`src/rtl/vga_timing_gen.sv`:
```
// SVGA raster timing generator: sync pulses, pixel coordinates, visible flag and line/frame strobes.
// Optional lookahead outputs (NEXT_X/NEXT_Y/NEXT_VISIBLE) are built when VGA_TIMING_LOOKAHEAD_EN is defined.
module vga_timing_gen #(
  parameter int   H_VISIBLE = 800,
  parameter int   H_FRONT   = 40,
  parameter int   H_SYNC    = 128,
  parameter int   H_BACK    = 88,
  parameter int   V_VISIBLE = 600,
  parameter int   V_FRONT   = 1,
  parameter int   V_SYNC    = 4,
  parameter int   V_BACK    = 23,
  parameter logic HSYNC_POL = 1'b1,
  parameter logic VSYNC_POL = 1'b1
) (
  input  logic        CLK_40M,
  input  logic        RESET_N,
  input  logic        EN,
  output logic        HSYNC,
  output logic        VSYNC,
  output logic [10:0] PIXEL_X,
  output logic [9:0]  PIXEL_Y,
  output logic        VISIBLE,
  output logic        LINE_START,
  output logic        FRAME_START
`ifdef VGA_TIMING_LOOKAHEAD_EN
  ,
  output logic [10:0] NEXT_X,
  output logic [9:0]  NEXT_Y,
  output logic        NEXT_VISIBLE
`endif
);

  localparam int H_TOTAL = H_VISIBLE + H_FRONT + H_SYNC + H_BACK;
  localparam int V_TOTAL = V_VISIBLE + V_FRONT + V_SYNC + V_BACK;

  localparam logic [10:0] H_LAST     = 11'(H_TOTAL - 1);
  localparam logic [10:0] H_VIS_END  = 11'(H_VISIBLE);
  localparam logic [10:0] H_SYNC_BEG = 11'(H_VISIBLE + H_FRONT);
  localparam logic [10:0] H_SYNC_END = 11'(H_VISIBLE + H_FRONT + H_SYNC);
  localparam logic [9:0]  V_LAST     = 10'(V_TOTAL - 1);
  localparam logic [9:0]  V_VIS_END  = 10'(V_VISIBLE);
  localparam logic [9:0]  V_SYNC_BEG = 10'(V_VISIBLE + V_FRONT);
  localparam logic [9:0]  V_SYNC_END = 10'(V_VISIBLE + V_FRONT + V_SYNC);

  // Timing totals must fit the 11-bit / 10-bit coordinate ports.
  if (H_TOTAL > 2048 || H_TOTAL < 1) begin : g_h_range_chk
    $error("vga_timing_gen: H_TOTAL %0d does not fit 11 bits", H_TOTAL);
  end
  if (V_TOTAL > 1024 || V_TOTAL < 1) begin : g_v_range_chk
    $error("vga_timing_gen: V_TOTAL %0d does not fit 10 bits", V_TOTAL);
  end

  logic [10:0] h_cnt, h_next;
  logic [9:0]  v_cnt, v_next;
  logic        h_wrap;
  logic        vis_cur, hs_act, vs_act;

  always_comb begin
    h_wrap  = (h_cnt == H_LAST);
    h_next  = h_wrap ? 11'd0 : h_cnt + 11'd1;
    v_next  = v_cnt;
    if (h_wrap) begin
      v_next = (v_cnt == V_LAST) ? 10'd0 : v_cnt + 10'd1;
    end
    vis_cur = (h_cnt < H_VIS_END) && (v_cnt < V_VIS_END);
    hs_act  = (h_cnt >= H_SYNC_BEG) && (h_cnt < H_SYNC_END);
    vs_act  = (v_cnt >= V_SYNC_BEG) && (v_cnt < V_SYNC_END);
  end

  always_ff @(posedge CLK_40M or negedge RESET_N) begin
    if (!RESET_N) begin
      h_cnt       <= 11'd0;
      v_cnt       <= 10'd0;
      PIXEL_X     <= 11'd0;
      PIXEL_Y     <= 10'd0;
      VISIBLE     <= 1'b0;
      LINE_START  <= 1'b0;
      FRAME_START <= 1'b0;
      HSYNC       <= ~HSYNC_POL;
      VSYNC       <= ~VSYNC_POL;
    end else if (EN) begin
      h_cnt       <= h_next;
      v_cnt       <= v_next;
      PIXEL_X     <= h_cnt;
      PIXEL_Y     <= v_cnt;
      VISIBLE     <= vis_cur;
      LINE_START  <= (h_cnt == 11'd0);
      FRAME_START <= (h_cnt == 11'd0) && (v_cnt == 10'd0);
      HSYNC       <= hs_act ? HSYNC_POL : ~HSYNC_POL;
      VSYNC       <= vs_act ? VSYNC_POL : ~VSYNC_POL;
    end else begin
      // Strobes must not stretch across disabled clocks.
      LINE_START  <= 1'b0;
      FRAME_START <= 1'b0;
    end
  end

`ifdef VGA_TIMING_LOOKAHEAD_EN
  always_ff @(posedge CLK_40M or negedge RESET_N) begin
    if (!RESET_N) begin
      NEXT_X       <= 11'd0;
      NEXT_Y       <= 10'd0;
      NEXT_VISIBLE <= 1'b1;
    end else if (EN) begin
      NEXT_X       <= h_next;
      NEXT_Y       <= v_next;
      NEXT_VISIBLE <= (h_next < H_VIS_END) && (v_next < V_VIS_END);
    end
  end
`endif

endmodule

```
`config.mk`:
```
export PLATFORM = sky130hd
export DESIGN_NAME = vga_timing_gen
export DESIGN_NICKNAME = d
export VERILOG_FILES = /design/src/rtl/vga_timing_gen.sv
export SDC_FILE = /design/constraint.sdc
export NUM_CORES = 1
export LEC_CHECK = 0
export BUFFER_PORTS_ARGS = -buffer_cell sky130_fd_sc_hd__buf_4
export CAP_MARGIN = 10
export CORE_MARGIN = 2
export CORE_UTILIZATION = 30
export CTS_BUF_LIST = sky130_fd_sc_hd__clkbuf_8
export DETAILED_ROUTE_END_ITERATION = 10
export GPL_TIMING_DRIVEN = 0
export RECOVER_POWER = 100
export SLEW_MARGIN = 15
export SYNTH_ARGS = -nofsm -noshare
export SYNTH_HDL_FRONTEND = slang
export SYNTH_SLANG_ARGS = --single-unit
```
`constraint.sdc`:
```
create_clock -name CLK_40M -period 2.4 [get_ports CLK_40M]
set_clock_uncertainty 0.15 [all_clocks]
set_input_delay 0.48 -clock CLK_40M [delete_from_list [all_inputs] [get_ports CLK_40M]]
set_output_delay 0.48 -clock CLK_40M [all_outputs]
set_load 0.03 [all_outputs]
```
==> results.md <==
- Status: completed
- Global-route wire length before repair: 7741 um
- Sequential area share after synthesis: 54.09%
- Initial Util: 30.47%
- Residual DRC: 0
- Post-DP HPWL: 3094 um
- Distinct cell type count after synthesis: 35
- Top cells by count, synth: dfrtp_1 (47), mux2_2 (20), inv_1 (13), o21ai_0 (12)
- Final Hold Fails: 0
- Initial antenna violation count: 0
- Io pins: 29
- Fmax: 0.4315 GHz
- Area grow syn2layout: 21.23%
- Fin nets: 247
- Ys Warns: 0
- Final ANT Viol Nets: 0
- Vias in the first global route: 1599
- Worst vdd ir: 357.6 uV
- Most numerous cell in the Yosys netlist: dfrtp_1
- CP Max Fanout: 6
- Top_reg_cell synth: dfrtp_1
- DR vias: 1627
- N_diodes: 0
- Placed Cells: 323
- Design area: 0.002636 mm2
- Die Y: 89.14 um
- Mapped cell area: 0.002175 mm2
- Total gr overflow: 0
- Max_cap viols: 0
- Async S/R FF share, synth: 100.0%
- Fin crit period: 2.317 ns
- Worst hold path class: input port to asynchronous set/reset pin
- Arr. time, crit path: 2.39 ns
- Synth Instances: 197
- Inserted Clock Buffers: 5
- CTS tree: done
- Quantity of I/O buffers inserted on ports: 27
- First-pass iteration count of the detailed router: 4
- Non-filler cells, final: 339
- Mapped Nets: 205
- Pre-CTS setup slack: -0.04363 ns
- FP Rows: 31
- Hold Slack: 0.2283 ns
- CTS root buf: clkbuf_8
- Synth area leader: dfrtp_1
- Crit Path Category: flip-flop to flip-flop
- Worst Max-Slew Pin Slew: 1.125 ns
- #FFs+latches synth: 47
- Worst skew pair latency: 0.30 ns
- RSZ-0062 raised after global routing: yes
- Final Max Tran Viols: 0
- Relative slew margins: 25.00%
- CTS Buffer Depth: 2
- Core ar.: 0.007137 mm2
- CP Capture Type: flip-flop
- Largest net degree at the start of global routing: 48
- Fin util: 36.94%
- Vias per cell: 4.799
- Top-area cell type share of the netlist area: 54.09%
- CP Launch Type: flip-flop
- Routed length per instance: 13.39 um
- Die X: 89.14 um
- Leakage power: 1.156 nW
- Die area: 0.007946 mm2
- H-tree depth: 2
- Top post-synthesis cells by area: dfrtp_1 (54%), mux2_2 (10%), ha_1 (2.9%)
- CTS clock-pin slew for the worst setup and hold paths: 0.09 ns
- Layout cells sized above 1: 18.75%
- CP required: 2.48 ns
- Min setup slack post-route: 0.08258 ns
- Post-DP Area: 0.002520 mm2
- Drt initial violations: 112
- Total power: 2.424 mW
- Drt total wl: 4539 um
- Final Wtd Congestion: 0.7955
- Average size of a mapped cell: 11.04 um2
- Pwr Density: 919.4 mW/mm2
- Tot GR Track Use: 12.62%
- Setup TNS: 0 ns
- CTS sink cnt: 47
- Final setup viols: 0
- Tcrit/Tclk final: 96.56%
- Post-synth EDFFs: 0
==> cells by family after synthesis <==
logic type	Yosys count	share of synthesized area (%)
flops	47	54.09
buf+inv	26	4.948
xor+xnor	10	4.027
mux	20	10.36
fa+ha+maj	5	2.877
compound gates	30	8.516
simple gates	59	15.19
==> path summary, 6_finish.rpt <==
path | startpoint | end | slack [ns] | depth (start not counted)
min reg2reg | HSYNC | HSYNC | 0.36 | 2
max reg2reg | h_cnt[7] | v_cnt[9] | 0.08 | 5
min | RESET_N | PIXEL_X[3] | 0.23 | 1
min in group CLK_40M | HSYNC | HSYNC | 0.36 | 2
max | h_cnt[7] | v_cnt[9] | 0.08 | 5
max in group asynchronous | RESET_N | h_cnt[0] | 1.12 | 1
==> sequential cells by signal, summed over array words and instances (netlist names) <==
| signal | cells |
|---|---|
| h_cnt | 11 |
| VSYNC | 1 |
| PIXEL_X | 11 |
| PIXEL_Y | 10 |
| FRAME_START | 1 |
| VISIBLE | 1 |
| LINE_START | 1 |
| v_cnt | 10 |
| HSYNC | 1 |
==> critical path, stage by stage (launching register included) <==
cell     delay [ns]
dfrtp_1        0.39
buf_6          0.12
or4_4          0.54
or4_4          0.49
or4b_1         0.48
o21ai_1        0.09
==> what timing repair did <==
| action | 4_1_cts | 5_1_grt |
|---|---|---|
| pin swaps | 4 | 1 |
| setup buffers | 7 | 2 |
| hold buffers | 0 | 0 |
| endpoints found under the setup margin | 3 | 9 |
| resized for setup | 5 | 3 |
==> layout by cell type, fill, tap and decap left out, types with 3 or more instances in the layout <==
cell / instances
a21oi_1: 5
nor3_1: 8
mux2_2: 20
xor2_1: 5
nand4_1: 6
clkbuf_8: 5
ha_1: 5
buf_4: 7
inv_1: 13
o21ai_0: 10
clkbuf_1: 37
nand2_1: 9
or3_1: 4
a21o_1: 3
nor2_1: 8
xnor2_1: 5
nand3_1: 10
dfrtp_1: 46
==> metal layers <==
layer	routed length (um)	part of all wire, %	vias up	global-route usage, %
met5	0	0	-	0
met4	94	2.1	0	5.970
met3	156	3.4	8	2.585
met2	1942	43	34	17.91
met1	2346	52	800	18.35
li1	-	-	785	-
==> cell type report <==
class,instances,area (um2)
Fill cell,751,4501
Sequential cell,47,1177
Multi-Input combinational cell,124,915.9
Timing Repair Buffer,36,170.2
Tap cell,99,123.9
Clock buffer,5,68.82
Clock inverter,3,67.56
Buffer,12,63.81
Inverter,13,48.80
==> where the power goes <==
part | switching (mW) | internal (mW) | total (mW)
clock network | 0.270 | 0.415 | 0.685
logic | 0.408 | 0.254 | 0.661
registers | 0.142 | 0.935 | 1.08
No activity file was read; power rests on OpenSTA's default activity.
